## config.mk

```make
export PLATFORM = sky130hd
export DESIGN_NAME = branch_unit_ras
export DESIGN_NICKNAME = d
export VERILOG_FILES = /design/src/rtl/kgp_branch_pkg.sv /design/src/rtl/ras_stack.sv /design/src/rtl/branch_unit_ras.sv
export SDC_FILE = /design/constraint.sdc
export NUM_CORES = 1
export LEC_CHECK = 0
export BUFFER_PORTS_ARGS = -buffer_cell sky130_fd_sc_hd__clkbuf_2
export CELL_PAD_IN_SITES_DETAIL_PLACEMENT = 1
export CELL_PAD_IN_SITES_GLOBAL_PLACEMENT = 1
export CORE_AREA = 4 4 118 120
export DETAILED_ROUTE_END_ITERATION = 6
export DIE_AREA = 0 0 122 124
export PLACE_DENSITY_LB_ADDON = 0.1
export SYNTH_ARGS = -nofsm -noshare
export SYNTH_HDL_FRONTEND = slang
export SYNTH_SLANG_ARGS = --single-unit
```

## constraint.sdc

```tcl
create_clock -name clk -period 4.2 [get_ports clk]
set_input_delay 0.42 -clock clk [delete_from_list [all_inputs] [get_ports clk]]
set_output_delay 0.42 -clock clk [all_outputs]
set_load 0.1 [all_outputs]
```

## src/rtl/kgp_branch_pkg.sv

```systemverilog
// Shared constants and decode helpers for the KGP_RISC branch unit.
package kgp_branch_pkg;

  localparam logic [1:0] OP_BRANCH = 2'b11;

  localparam logic [3:0] FC_B    = 4'b0000;
  localparam logic [3:0] FC_CALL = 4'b0001;
  localparam logic [3:0] FC_RET  = 4'b0010;
  localparam logic [3:0] FC_BR   = 4'b0011;
  localparam logic [3:0] FC_BZ   = 4'b0100;
  localparam logic [3:0] FC_BNZ  = 4'b0101;
  localparam logic [3:0] FC_BS   = 4'b0110;
  localparam logic [3:0] FC_BNS  = 4'b0111;
  localparam logic [3:0] FC_BCY  = 4'b1001;
  localparam logic [3:0] FC_BNCY = 4'b1010;
  localparam logic [3:0] FC_BV   = 4'b1011;
  localparam logic [3:0] FC_BNV  = 4'b1100;

  // Taken decision for every defined fcode; undefined codes are never taken.
  function automatic logic branch_taken(input logic [3:0] fc, input logic carry,
                                        input logic zero, input logic ovf, input logic sign);
    logic t;
    t = 1'b0;
    case (fc)
      FC_B, FC_CALL, FC_RET, FC_BR: t = 1'b1;
      FC_BZ:   t = zero;
      FC_BNZ:  t = ~zero;
      FC_BS:   t = sign;
      FC_BNS:  t = ~sign;
      FC_BCY:  t = carry;
      FC_BNCY: t = ~carry;
      FC_BV:   t = ovf;
      FC_BNV:  t = ~ovf;
      default: t = 1'b0;
    endcase
    return t;
  endfunction

  function automatic logic fcode_illegal(input logic [3:0] fc);
    return (fc == 4'b1000) || (fc >= 4'b1101);
  endfunction

endpackage

```

## src/rtl/ras_stack.sv

```systemverilog
// Circular return-address stack: the oldest entry is overwritten when full.
module ras_stack #(
  parameter int unsigned DEPTH  = 8,
  parameter int unsigned DATA_W = 10
) (
  input  logic                      clk,
  input  logic                      rst,
  input  logic                      push,
  input  logic                      pop,
  input  logic [DATA_W-1:0]         push_data,
  output logic [DATA_W-1:0]         top_data_c,
  output logic [$clog2(DEPTH):0]    count,
  output logic                      full_c,
  output logic                      empty_c,
  output logic                      overflow_c,
  output logic                      underflow_c
);
  import kgp_branch_pkg::*;

  localparam int unsigned PTR_W = $clog2(DEPTH);
  localparam int unsigned CNT_W = PTR_W + 1;

  logic [DATA_W-1:0] r_mem [DEPTH];
  logic [PTR_W-1:0]  r_tp;
  logic [CNT_W-1:0]  r_count;

  assign full_c      = (r_count == CNT_W'(DEPTH));
  assign empty_c     = (r_count == '0);
  assign top_data_c  = r_mem[r_tp];
  assign overflow_c  = push & full_c;
  assign underflow_c = pop & empty_c;
  assign count       = r_count;

  // Push has priority; a pop on an empty stack leaves everything untouched.
  always_ff @(posedge clk) begin
    if (rst) begin
      for (int i = 0; i < int'(DEPTH); i++) r_mem[i] <= '0;
      r_tp    <= '0;
      r_count <= '0;
    end else if (push) begin
      r_mem[r_tp + PTR_W'(1)] <= push_data;
      r_tp                    <= r_tp + PTR_W'(1);
      if (!full_c) r_count <= r_count + CNT_W'(1);
    end else if (pop && !empty_c) begin
      r_tp    <= r_tp - PTR_W'(1);
      r_count <= r_count - CNT_W'(1);
    end
  end

endmodule

```

## src/rtl/branch_unit_ras.sv

```systemverilog
// Registered branch resolution with a hardware return-address stack.
// Statistics counters are built only when BRANCH_UNIT_STATS_EN is defined.
module branch_unit_ras #(
  parameter int unsigned PC_W      = 10,
  parameter int unsigned RAS_DEPTH = 8,
  parameter int unsigned RA_W      = 32,
  parameter int unsigned RESET_PC  = 0
) (
  input  logic                        clk,
  input  logic                        rst,
  input  logic                        br_valid,
  input  logic [1:0]                  opcode,
  input  logic [3:0]                  fcode,
  input  logic [PC_W-1:0]             label,
  input  logic [PC_W-1:0]             pc,
  input  logic                        carry_flag,
  input  logic                        zero_flag,
  input  logic                        ovf_flag,
  input  logic                        sign_flag,
  input  logic                        flush,
  output logic                        redirect_valid,
  output logic [PC_W-1:0]             redirect_pc,
  output logic                        ra_wr_en,
  output logic [RA_W-1:0]             ra_data,
  output logic [$clog2(RAS_DEPTH):0]  ras_count,
  output logic                        ras_overflow,
  output logic                        ras_underflow,
  output logic                        illegal_fcode,
  output logic [31:0]                 taken_cnt,
  output logic [31:0]                 not_taken_cnt
);
  import kgp_branch_pkg::*;

  logic            w_accept, w_call, w_ret, w_taken;
  logic            w_empty, w_full, w_ovf, w_unf;
  logic [PC_W-1:0] w_link, w_top, w_target;

  assign w_accept = br_valid && (opcode == OP_BRANCH) && !flush;
  assign w_call   = w_accept && (fcode == FC_CALL);
  assign w_ret    = w_accept && (fcode == FC_RET);
  assign w_taken  = branch_taken(fcode, carry_flag, zero_flag, ovf_flag, sign_flag);
  assign w_link   = pc + PC_W'(1);
  assign w_target = (fcode == FC_RET) ? (w_empty ? PC_W'(RESET_PC) : w_top) : label;

  ras_stack #(.DEPTH(RAS_DEPTH), .DATA_W(PC_W)) u_ras (
    .clk         (clk),
    .rst         (rst),
    .push        (w_call),
    .pop         (w_ret),
    .push_data   (w_link),
    .top_data_c  (w_top),
    .count       (ras_count),
    .full_c      (w_full),
    .empty_c     (w_empty),
    .overflow_c  (w_ovf),
    .underflow_c (w_unf)
  );

  // Response register: every pulse defaults low so it lasts exactly one cycle.
  always_ff @(posedge clk) begin
    if (rst) begin
      redirect_valid <= 1'b0;
      redirect_pc    <= '0;
      ra_wr_en       <= 1'b0;
      ra_data        <= '0;
      ras_overflow   <= 1'b0;
      ras_underflow  <= 1'b0;
      illegal_fcode  <= 1'b0;
    end else begin
      redirect_valid <= 1'b0;
      redirect_pc    <= '0;
      ra_wr_en       <= 1'b0;
      ra_data        <= '0;
      ras_overflow   <= 1'b0;
      ras_underflow  <= 1'b0;
      illegal_fcode  <= 1'b0;
      if (w_accept) begin
        redirect_valid <= w_taken;
        redirect_pc    <= w_taken ? w_target : '0;
        ra_wr_en       <= w_call;
        ra_data        <= w_call ? RA_W'(w_link) : '0;
        ras_overflow   <= w_ovf;
        ras_underflow  <= w_unf;
        illegal_fcode  <= fcode_illegal(fcode);
      end
    end
  end

`ifdef BRANCH_UNIT_STATS_EN
  logic [31:0] r_taken_cnt, r_not_taken_cnt;

  // Saturating counters over accepted branches.
  always_ff @(posedge clk) begin
    if (rst) begin
      r_taken_cnt     <= '0;
      r_not_taken_cnt <= '0;
    end else if (w_accept) begin
      if (w_taken && !(&r_taken_cnt)) r_taken_cnt <= r_taken_cnt + 32'd1;
      if (!w_taken && !(&r_not_taken_cnt)) r_not_taken_cnt <= r_not_taken_cnt + 32'd1;
    end
  end

  assign taken_cnt     = r_taken_cnt;
  assign not_taken_cnt = r_not_taken_cnt;
`else
  assign taken_cnt     = '0;
  assign not_taken_cnt = '0;
`endif

endmodule

```

Yosys cells after proc, flatten, opt, wreduce, memory -nomap -nowiden. Memory sizes are Yosys's and may differ from the RTL's. A register that Yosys moved wholly into a read port is not among the register bits. Cells that the tools add are included.

Input bits: 34. Memory bits (writable): 80. Word-level logic and storage cells: 76. Memories kept: 1. Bits in registers: 54. Output and inout port bits: 115.

Add/sub/neg operators: 5. Eq/ne operators: 15. Reduce and logical (&&, ||, !) cells: 17. Bitwise operators: 9. Multiplexer cells: 18. $lt $le $gt $ge: 1.

Memories: u_ras.r_mem (depth 8, bits a word 10, rd ports 1, clocked after Yosys merged registers in 1, wr ports 8, line ras_stack.sv:23) `logic [DATA_W-1:0] r_mem [DEPTH];`.

Operators by type and width (count): 10-bit 2-to-1 mux (3); 4-bit equality test, second input constant (6); 4-bit by 3-bit equality test with 1-bit output, second input constant (4); 3-bit 2-to-1 mux (5); 4-bit 2-to-1 mux (3); 10-bit by 1-bit adder with 10-bit output, second input constant (1); 10-bit OR reduction (1); 1-bit one-hot mux with 9 select lines (1); 4-bit by 2-bit equality test with 1-bit output, second input constant (2); 4-bit logical NOT (2); 1-bit NOT (7); 1-bit 2-to-1 mux (6); 3-bit OR reduction (2); 1-bit logical AND (5); 4-bit by 1-bit adder with 4-bit output, second input constant (1); 4-bit by 1-bit equality test with 1-bit output, second input constant (1); 4-bit >= comparator, second input constant (1); 4-bit OR reduction (1); 4-bit by 1-bit subtractor with 4-bit output, second input constant (1); 3-bit by 1-bit adder with 3-bit output, second input constant (1); 3-bit by 1-bit subtractor with 3-bit output, second input constant (1); 1-bit bitwise AND (2); 2-bit equality test, second input constant (1); 1-bit logical NOT (2); 5 further kinds (5).

Longest topological paths before layout. Gate-level depths: netlist of the first run.

Depth in word-level cells: 9. Mapped depth: 9. Depth with buffers taken out: 8.

By module. From an unflattened synthesis of the first run, not the netlist that was laid out.

Cell total of the unflattened synthesis: 490. Area, all modules: 5978.2 µm².

Modules (own cells, without submodules): ras_stack (cells an instance 281, area an instance 4194.0 µm², instances 1, seq. area each 2602.5 µm²); branch_unit_ras (cells an instance 209, area an instance 1784.2 µm², instances 1, seq. area each 500.5 µm²).

Worst setup path before layout of the first run. OpenSTA, ideal clock, no wires.

Path type: input port to flip-flop. From: input fcode[2]. To: register u_ras.r_count[3], in the netlist u_ras.count[3]. Arrival time: 2.500 ns. Slack: 1.608 ns. Stages on the path: 9. Required time: 4.108 ns. Library setup time: 0.092 ns. Path buffers: 1. Cell sequence: clkbuf_1 or4b_4 nor2_1 inv_1 ha_1 a31o_2 and3_1 o211a_1 o32ai_1.

Cells in the longest elaborated chain, start to end: 5. Elaborated cells between the ends (all ways): 9. Those cells by class: eq/ne (3); mux (1); reduce/logical (5).

Ends and longest elaborated chain: from (decl) (line branch_unit_ras.sv:13) `input logic [3:0] fcode,`; 4-bit by 2-bit equality test with 1-bit output (line branch_unit_ras.sv:40) `assign w_ret = w_accept && (fcode == FC_RET);`; 1-bit logical AND (line branch_unit_ras.sv:40); 1-bit logical AND (line ras_stack.sv:44) `end else if (pop && !empty_c) begin`; 2-bit nonzero test (no source line); 2-bit AND reduction (no source line); to (signal assigned) (line ras_stack.sv:43) `if (!full_c) r_count <= r_count + CNT_W'(1);`; to (signal assigned) (line ras_stack.sv:46) `r_count <= r_count - CNT_W'(1);`; to (decl) (line ras_stack.sv:25) `logic [CNT_W-1:0] r_count;`.

Parallel ways exist; a longest one is shown, timed or not. A chain may end at the register's enable or synchronous reset.

==> results of run 1 <==
cell type report:
class | count | area (um^2) | share of cell area [%]
tap | 176 | 220 | 3.46
timing repair buffer | 65 | 333 | 5.23
clock buffer | 23 | 468 | 7.36
clock inverter | 9 | 130 | 2.05
sequential | 115 | 3100 | 48.8
multi-input combinational | 330 | 2070 | 32.6
inverter | 8 | 31.3 | 0.492
report_power, final:
part / internal, uW / switching, uW
combinational: 42.2 / 425
sequential: 1240 / 10.3
clock: 961 / 503
worst min-delay path by stage:
stage / start / end / slack (ps)
after global placement: u_ras.r_tp[2]$_SDFFE_PP0N_ / u_ras.r_tp[2]$_SDFFE_PP0N_ / 530
after global routing: label[6] / redirect_pc[6]$_SDFF_PP0_ / 350
after detailed placement: u_ras.r_tp[2]$_SDFFE_PP0N_ / flip-flop / 550
final: label[2] / redirect_pc[2]$_SDFF_PP0_ / 330
after floorplan: u_ras.r_tp[2]$_SDFFE_PP0N_ / flip-flop / 510
after CTS: label[0] / redirect_pc[0]$_SDFF_PP0_ / 310
worst max-delay path, cell delays in order:
cell and delay (ps):
clkbuf_2 160, or4b_4 610, or3_4 430, clkinv_2 110
nand4_1 380, nand2b_1 560
metal layers:
metal  wire, um  share of wire (%)  up-vias  track usage [%]
met5          0                  0        -                0
met4        114               0.80        0             6.23
met3        611                4.3        9             4.41
met2       7280                 51      110             32.6
met1       6330                 44     1848             25.6
li1           -                  -     1675                -
state kept, by name (all words and copies together) (netlist names), 3 cells and up, named ones only:
name         cells
u_ras.r_mem     80
u_ras.r_tp       3
ra_data         10
redirect_pc     10
u_ras.count      4
per-stage QoR:
stage | instance area [um^2] | util (%)
CTS | 6360 | 49.0
global route | 6360 | 49.0
finish | 6360 | 49.0
global placement | 5760 | 44.4
detailed placement | 5760 | 44.4
floorplan | 5970 | -
placed cells by master (no fill, tap or decap), types with 3 or more instances in the layout:
master,instances
a21oi_1,8
a222oi_1,11
and3_1,4
buf_4,3
bufinv_16,3
clkbuf_1,4
clkbuf_16,17
clkbuf_2,62
clkinvlp_4,3
conb_1,86
dfxtp_1,35
edfxtp_1,80
ha_1,5
inv_1,6
mux2i_1,3
mux4_2,20
nand2_1,10
nand2b_1,9
nand3_1,9
nand4_1,5
nor2_1,95
nor3_1,11
nor4_1,3
o21ai_0,8
or3_1,3
xnor2_1,4
xor2_1,8
cells by family (layout without fill, tap and decap cells):
kind of cell	Yosys count	count (layout)	synth area share, %
simple gates	166	166	14.5
buf+inv	121	105	14.0
flops	115	115	54.9
compound gates	37	37	4.85
mux	24	24	8.70
xor+xnor	12	12	1.86
fa+ha+maj	5	5	1.11
other cells	1	86	0.0664
==> summary.md, run 1 <==
| Metric | Value |
|---|---|
| Die height | `124 um` |
| Post-synth top area share | `42.5%` |
| Finished Layout Cells | `726` |
| Post-Syn Area | `between 0.005 and 0.006 mm^2` |
| Post-layout minimum cycle time | `about 2600 ps` |
| R2r setup slk | `about 1800 ps` |
| Worst Tran Pin Value | `1130 ps` |
| Yosys warning total | `0` |
| GRT Total Usage | `19.6%` |
| VDD IR max | `0.000323 V` |
| Fin. Hold Viols | `0` |
| Hold Crit Class | `in -> reg` |
| Post-Synthesis Cells | `481` |
| Total global routing overflow | `0` |
| Count leader, synth | `nor2_1` |
| Diode count | `0` |
| Syn_area_per_cell | `~12 um^2` |
| CTS tree | `built` |
| CTS sink cnt | `115` |
| Maximum root-to-sink buffer count | `2` |
| Number of port buffers | `62` |
| Number of synthesized flops with an enable pin | `80` |
| HPWL after DPL | `10.1 mm` |
| CTS root buf | `clkbuf_16` |
| Crit end category | `flip-flop` |
| Clk pin slew, worst setup/hold paths | `50 ps` |
| RSZ-0062 raised after global routing | `no` |
| Tcrit/Tclk final | `62.5%` |
| F_max | `381 MHz` |
| Worst rel slew slack | `23.5%` |
| Crit path required time | `about 4300 ps` |
| Final hold slack | `335 ps` |
| Drt pass-1 iters | `5` |
| Initial Util | `43.5%` |
| DP Worst Slack | `1150 ps` |
| Layout cells sized above 1 | `21.8%` |
| Setup violators final | `0` |
| Crit path arrival time | `2680 ps` |
| Latest clock arrival within the worst-skew pair | `420 ps` |
| Critical Path Sink | `u_ras.r_mem[6][0]$_SDFFCE_PN0P_` |
| Synth cell types | `52` |
| I/O pins | `149` |
| Status | `completed` |
| Detailed-route via count | `approximately 3600` |
| Asr flop ratio synth | `0%` |
| First-pass GRT wire length | `21.5 mm` |
| Final ANT Viol Nets | `0` |
| Die Area | `between 0.015 and 0.02 mm^2` |
| R2R depth | `5` |
| Max-Cap Viols | `0` |
| Setup CP Type | `in -> reg` |
| Synthesized flop and latch total | `~120` |
| P&R area growth vs syn | `12.5%` |
| Inst Count DP | `694` |
| Via/cell ratio | `approximately 5.0` |
| Most common flop cell mapped by yosys | `edfxtp_1` |
| Fillers | `~1400` |
| Origin of the worst setup path | `fcode[1]` |
| Resized cells post-CTS | `0` |
| Post-synthesis sequential area ratio | `54.9%` |
| Post-route setup slack | `1580 ps` |
| Post-CTS Hold Buffers | `0` |
| Die X | `122 um` |
| Final wirelength | `14.3 mm` |
| Reg2reg end | `u_ras.r_mem[1][1]$_SDFFCE_PN0P_` |
| Setup Skew | `13.2 ps` |
| Lkg Pwr | `0.00252 uW` |
| Top post-synthesis cells by count | `nor2_1 (95), buf_4 (86), edfxtp_1 (80)` |
| Startpoint types | `input pin` |
| DRC viols | `0` |
| Crit-path max FO | `11` |
| Vias in the first global route | `3727` |
| Hold Path Stages | `3` |
| Postcts setup bufs | `0` |
| Setup TNS | `0 ps` |
| CTS H-Tree Depth | `4` |
| Core ar. | `roughly 0.013 mm^2` |
| Reg-to-reg critical path startpoint | `u_ras.r_tp[0]$_SDFFE_PP0N_` |
| Largest area contributor in the netlist | `edfxtp_1` |
| Layout Nets | `576` |
| Total power | `approximately 3200 uW` |
| Pin count of the biggest net entering global routing | `21` |
| Std-Cell Rows | `42` |
| Power Dens Cells | `500 mW/mm^2` |
| Inserted Clock Buffers | `17` |
| Ranking of synthesized cells by area | `edfxtp_1 (43%), dfxtp_1 (12%), buf_4 (11%), mux4_2 (8.0%), nor2_1 (6.3%)` |
| DR WL/cell | `19.7 um` |
| Initial antenna violation count | `0` |
| DRT iter0 DRCs | `~230` |
| GP Congestion | `0.756` |
| Final Max Tran Viols | `0` |
No activity file was read; power rests on OpenSTA's default activity.
==> inputs of run 2 (changes only) <==
--- a/config.mk
+++ b/config.mk
@@ -8,9 +8,9 @@
 export BUFFER_PORTS_ARGS = -buffer_cell sky130_fd_sc_hd__clkbuf_2
 export CELL_PAD_IN_SITES_DETAIL_PLACEMENT = 1
 export CELL_PAD_IN_SITES_GLOBAL_PLACEMENT = 1
-export CORE_AREA = 4 4 118 120
+export CORE_AREA = 4 4 123 125
 export DETAILED_ROUTE_END_ITERATION = 6
-export DIE_AREA = 0 0 122 124
+export DIE_AREA = 0 0 127 129
 export PLACE_DENSITY_LB_ADDON = 0.1
 export SYNTH_ARGS = -nofsm -noshare
 export SYNTH_HDL_FRONTEND = slang
==> constraint.sdc (replaced) <==
create_clock -name clk -period 2.5 [get_ports clk]
set_input_delay 0.25 -clock clk [delete_from_list [all_inputs] [get_ports clk]]
set_output_delay 0.25 -clock clk [all_outputs]
set_load 0.1 [all_outputs]
==> summary.md, run 2 (synthesis results as in run 1) <==
| Metric | Value |
|---|---|
| Clk pin slew, worst setup/hold paths | `50 ps (about the same)` |
| Resized cells post-CTS | `0 (unchanged)` |
| First-pass GRT wire length | `21.6 mm (+0.42%)` |
| Core ar. | `0.0139 mm^2 (+6.9%)` |
| Crit path required time | `2770 ps (-1480 ps)` |
| Initial antenna violation count | `0 (unchanged)` |
| Critical Path Sink | `redirect_pc[8]$_SDFF_PP0_` |
| Commonest non-fill, non-tap cell in the layout | `nor2_1` |
| Pin count of the biggest net entering global routing | `21 (unchanged)` |
| CTS tree | `built` |
| Largest register FFs | `80 (unchanged)` |
| Latest clock arrival within the worst-skew pair | `410 ps (about the same)` |
| Critical path cell sequence | `or4_1 -> and3_1 -> a222oi_1 -> nor3_1` |
| RSZ-0062 raised after global routing | `no` |
| Final instance area | `0.00663 mm^2 (+4.3%)` |
| GRT Total Usage | `17.7% (-1.9 points)` |
| Via/cell ratio | `4.92 (-2.0%)` |
| Worst Tran Pin Value | `587 ps (-544 ps)` |
| Reg-to-reg critical path startpoint | `u_ras.count[0]$_SDFFE_PP0P_` |
| Die Area | `0.0164 mm^2 (+8.3%)` |
| R2r setup slk | `390 ps (-1360 ps)` |
| Die X | `127 um (+4.1%)` |
| Postcts setup bufs | `0 (unchanged)` |
| Layout Nets | `613 (+6.4%)` |
| Setup TNS | `0 ps (unchanged)` |
| Maximum root-to-sink buffer count | `2 (unchanged)` |
| Final Max Tran Viols | `0 (unchanged)` |
| Worst rel slew slack | `60.8% (+37 points)` |
| Tcrit/Tclk final | `84.3%` |
| Core Util, Final | `47.8% (-1.2 points)` |
| P&R area growth vs syn | `17.4%` |
| Top Registers | `u_ras.r_mem (80), ra_data (10), redirect_pc (10)` |
| Total power | `5280 uW (+66%)` |
| DRC viols | `0 (unchanged)` |
| HPWL after DPL | `10.2 mm (+0.28%)` |
| Setup violators final | `0 (unchanged)` |
| Hold Crit Class | `in -> reg` |
| VDD IR max | `0.000478 V (+48%)` |
| Final ANT Viol Nets | `0 (unchanged)` |
| CP Depth | `4 (-2)` |
| GP Congestion | `0.807 (+6.7%)` |
| Total global routing overflow | `0 (unchanged)` |
| CP delay by family, top | `simple AND/OR/NAND/NOR gates` |
| Final wirelength | `14.3 mm (about the same)` |
| DR WL/cell | `18.7 um (-5.4%)` |
| Max-Cap Viols | `0 (unchanged)` |
| Drt pass-1 iters | `5 (unchanged)` |
| Power Dens Cells | `796 mW/mm^2 (+59%)` |
| Fin. Hold Viols | `0 (unchanged)` |
| CTS sink cnt | `115 (unchanged)` |
| Crit end category | `flip-flop` |
| Std-Cell Rows | `43 (+2.4%)` |
| Final hold slack | `84.4 ps (-250 ps)` |
| R2R depth | `4 (-1)` |
| Crit path max-delay cell type | `or4_1` |
| I/O pins | `149 (unchanged)` |
| CTS H-Tree Depth | `4 (unchanged)` |
| CTS root buf | `clkbuf_16` |
| Setup Skew | `9.36 ps (-3.87 ps)` |
| Fillers | `1520 (+7.1%)` |
| DRT iter0 DRCs | `179 (-23%)` |
| Crit path arrival time | `2380 ps (-300 ps)` |
| F_max | `between 400 and 500 MHz` |
| Layout cells sized above 1 | `26.6% (+4.8 points)` |
| Reg2reg end | `redirect_pc[8]$_SDFF_PP0_` |
| Initial Util | `40.7% (-2.8 points)` |
| Setup CP Type | `reg -> reg` |
| Die height | `129 um (+4.0%)` |
| Startpoint types | `flip-flop` |
| Post-CTS Hold Buffers | `0 (unchanged)` |
| Cell Area, Placed | `0.00606 mm^2 (+5.1%)` |
| CP Buf/Inv Count | `0 (-2)` |
| Post-layout minimum cycle time | `2110 ps` |
| CP peak stage delay | `630 ps (+20 ps)` |
| Commonest cells after routing, fill and taps aside | `nor2_1 (95), conb_1 (86), edfxtp_1 (80)` |
| Crit-path max FO | `10 (-1)` |
| Status | `completed` |
| Origin of the worst setup path | `u_ras.count[0]$_SDFFE_PP0P_` |
| Detailed-route via count | `3772 (+3.6%)` |
| Inserted Clock Buffers | `17 (unchanged)` |
| Lkg Pwr | `0.00268 uW (+6.5%)` |
| Reg with most FFs | `u_ras.r_mem` |
| Number of port buffers | `62 (unchanged)` |
| Vias in the first global route | `3916 (+5.1%)` |
| Diode count | `0 (unchanged)` |
run 2: layout make-up:
type / instances / area (um^2) / area share [%]
clock buffers: 21 / 440 / 6.64
well taps: 180 / 225 / 3.39
inverters: 8 / 31.3 / 0.472
multi-input cells: 330 / 2070 / 31.3
clock inverters: 11 / 138 / 2.07
flip-flops and latches: 115 / 3100 / 46.8
repair buffers: 102 / 623 / 9.39
run 2: routing by layer:
| layer | wire [um] | track usage, % | up-vias |
|---|---|---|---|
| met5 | 0 | 0 | - |
| met4 | 138 | 5.30 | 0 |
| met3 | 917 | 4.19 | 15 |
| met2 | 7300 | 30.5 | 140 |
| met1 | 5970 | 22.3 | 1873 |
| li1 | - | - | 1744 |
run 2: worst min path at each step:
stage               slack, ps  cells past startpoint                          to      from
CTS                        70                      2  u_ras.r_tp[1]$_SDFFE_PP0N_       rst
global placement          510                      2  u_ras.r_tp[1]$_SDFFE_PP0N_       rst
detailed placement        510                      2  u_ras.r_tp[1]$_SDFFE_PP0N_       rst
floorplan                 410                      2    illegal_fcode$_SDFF_PP0_  fcode[3]
global route               90                      2                   flip-flop       rst
finish                     80                      2  u_ras.r_tp[1]$_SDFFE_PP0N_       rst
run 2: power breakdown:
group | switching (uW) | total (uW) | internal, uW
clock network | 820 | 2370 | 1550
registers | 13.4 | 2090 | 2080
logic | 718 | 814 | 96.2
total | 1550 | 5280 | 3730
run 2: stage by stage:
step / setup slack, ps / instances
2_1_floorplan: 77.8 / 566
3_3_place_gp: 109 / 735
3_5_place_dp: -8.44 / 735
4_1_cts: 415 / 767
5_1_grt: 232 / 767
6_report: 392 / 767
run 2: worst reg2reg max path, delay by kind of cell (launching register included):
| kind | cells | cell delay (ps) |
|---|---|---|
| AND/OR/NAND/NOR | 3 | 1100 |
| AO/OA/AOI/OAI | 1 | 470 |
| flip-flops | 1 | 400 |
==> inputs of run 3 (changes only) <==
==> constraint.sdc (replaced) <==
create_clock -name clk -period 2.04 [get_ports clk]
set_input_delay 0.204 -clock clk [delete_from_list [all_inputs] [get_ports clk]]
set_output_delay 0.204 -clock clk [all_outputs]
set_load 0.1 [all_outputs]
==> summary.md, run 3 (synthesis results as in run 1) <==
| Metric | Value |
|---|---|
| CTS root buf | `clkbuf_16` |
| Post-layout minimum cycle time | `1930 ps (-177 ps)` |
| Inst Count DP | `747 (+1.6%)` |
| GP Congestion | `0.798 (-1.1%)` |
| Post-route setup slack | `110 ps (-283 ps)` |
| Net Switching | `1960 uW (+26%)` |
| Via/cell ratio | `4.90 (-0.42%)` |
| GRT Total Usage | `17.3% (-0.41 points)` |
| Combinational share of power | `15.9% (+0.5 points)` |
| Detailed-route via count | `3815 (+1.1%)` |
| Reg with most FFs | `u_ras.r_mem` |
| Worst rel slew slack | `63.4% (+2.6 points)` |
| Finished Layout Cells | `779 (+1.6%)` |
| Tcrit/Tclk final | `94.6% (+10 points)` |
| Post-CTS Hold Buffers | `0 (unchanged)` |
| Fin. Hold Viols | `0 (unchanged)` |
| F_max | `518 MHz (+9.2%)` |
| Lkg Pwr | `0.00279 uW (+4.0%)` |
| Layout cells sized above 1 | `29.5% (+3.0 points)` |
| Reg power frac | `39.9% (+0.3 points)` |
| Final wirelength | `14.0 mm (-2.4%)` |
| First-pass GRT wire length | `21.3 mm (-1.5%)` |
| Setup CP Type | `reg -> reg` |
| Fillers | `1527 (+0.46%)` |
| CTS sink cnt | `115 (unchanged)` |
| Final ANT Viol Nets | `0 (unchanged)` |
| DRT iter0 DRCs | `240 (+34%)` |
| Power Dens Cells | `939 mW/mm^2 (+18%)` |
| Core ar. | `0.0139 mm^2 (unchanged)` |
| RSZ-0062 raised after global routing | `no` |
| Crit-path max FO | `10 (unchanged)` |
| Diode count | `0 (unchanged)` |
| Initial antenna violation count | `0 (unchanged)` |
| HPWL after DPL | `10.0 mm (-1.6%)` |
| Multi-input gate area | `0.00209 mm^2 (+0.97%)` |
| CTS tree | `built` |
| Worst Tran Pin Value | `552 ps (-35.5 ps)` |
| Max-Cap Viols | `0 (unchanged)` |
| VDD IR max | `0.000553 V (+16%)` |
| Sw frac | `30.5% (+1.1 points)` |
| DR WL/cell | `17.9 um (-3.9%)` |
| Clock Power Share | `44.2% (-0.8 points)` |
| Final instance area | `0.00685 mm^2 (+3.2%)` |
| Top Registers | `u_ras.r_mem (80), ra_data (10), redirect_pc (10)` |
| DRC viols | `0 (unchanged)` |
| Vias in the first global route | `3761 (-4.0%)` |
| Int Power | `4470 uW (+20%)` |
| Inserted Clock Buffers | `17 (unchanged)` |
| Initial Util | `40.7% (unchanged)` |
| I/O pins | `149 (unchanged)` |
| Commonest cells after routing, fill and taps aside | `nor2_1 (94), conb_1 (86), edfxtp_1 (80)` |
| Resized cells post-CTS | `0 (unchanged)` |
| Pin count of the biggest net entering global routing | `21 (unchanged)` |
| P&R area growth vs syn | `21.2%` |
| Cell Area, Placed | `0.00628 mm^2 (+3.7%)` |
| Latest clock arrival within the worst-skew pair | `420 ps (about the same)` |
| Clk pin slew, worst setup/hold paths | `50 ps (about the same)` |
| Status | `completed` |
| Setup violators final | `0 (unchanged)` |
| DP Worst Slack | `-195 ps (-186 ps)` |
| Final Max Tran Viols | `0 (unchanged)` |
| Die Area | `0.0164 mm^2 (unchanged)` |
| Crit end category | `flip-flop` |
| Largest register FFs | `80 (unchanged)` |
| Number of port buffers | `62 (unchanged)` |
| Layout Nets | `625 (+2.0%)` |
| Postcts setup bufs | `0 (unchanged)` |
| CTS H-Tree Depth | `4 (unchanged)` |
| Crit path required time | `2310 ps (-460 ps)` |
| Die height | `129 um (unchanged)` |
| Drt pass-1 iters | `5 (unchanged)` |
| Std-Cell Rows | `43 (unchanged)` |
| Crit path arrival time | `2200 ps (-180 ps)` |
| Die X | `127 um (unchanged)` |
| Total global routing overflow | `0 (unchanged)` |
| Setup Skew | `6.67 ps (-2.69 ps)` |
| Sequential cell area | `0.00311 mm^2 (+0.12%)` |
| Startpoint types | `flip-flop` |
| Commonest non-fill, non-tap cell in the layout | `nor2_1` |
| Hold Crit Class | `in -> reg` |
| Maximum root-to-sink buffer count | `2 (unchanged)` |
==> run 3: changes by cell type in the layout (fill, tap and decap cells not counted), moves of 2 or more <==
cell,before,now
dfxtp_2,0,3
clkbuf_1,4,0
dfxtp_1,35,32
buf_4,39,42
buf_12,1,10
clkinv_2,3,5
inv_6,0,2
==> run 3: final timing paths <==
check | start | endpoint | slack, ps | depth (start not counted)
max | u_ras.count[3]$_SDFFE_PP0P_ | redirect_pc[9]$_SDFF_PP0_ | 110 | 4
min | pc[3] | ra_data[3]$_SDFF_PP0_ | 100 | 3
max reg2reg | u_ras.count[3]$_SDFFE_PP0P_ | redirect_pc[9]$_SDFF_PP0_ | 110 | 4
min reg2reg | u_ras.count[2]$_SDFFE_PP0P_ | u_ras.count[2]$_SDFFE_PP0P_ | 570 | 2
==> run 3: per-stage QoR <==
stage                     total power (uW)  setup TNS [ps]  hold slack [ps]  util (%)
after floorplan                       3580           -1300              365         -
after global placement                3620            -140              522      45.3
after detailed placement              3630            -428              525      45.3
after CTS                             6470               0             86.4      49.3
after global routing                  6620               0              119      49.3
final                                 6430               0              105      49.3
==> run 3: worst max-delay path, cell delays in order (launching register included) <==
cell and delay, ps:
dfxtp_1 320, or4_1 560, and3_1 350, a222oi_1 460, nor3_1 100
==> run 3: routing by layer <==
layer | global-route usage [%] | vias up | wire length, um
met5 | 0 | - | 0
met4 | 5.74 | 0 | 171
met3 | 4.19 | 15 | 1010
met2 | 28.1 | 145 | 6790
met1 | 22.9 | 1881 | 6010
li1 | - | 1774 | -
==> run 3: final cells by class <==
type	count	area share, %
clock inverters	15	2.05
well taps	180	3.29
repair buffers	114	12.1
clock buffers	17	6.21
flip-flops and latches	115	45.4
multi-input cells	330	30.6
inverters	8	0.457
==> run 3: power by group through the flow <==
stage          combinational (uW)  sequential [uW]  clock, uW
2_1_floorplan                 960             2620          0
3_3_place_gp                 1020             2610          0
3_5_place_dp                 1020             2610          0
4_1_cts                      1020             2560       2890
5_1_grt                      1060             2570       3000
6_report                     1020             2560       2840
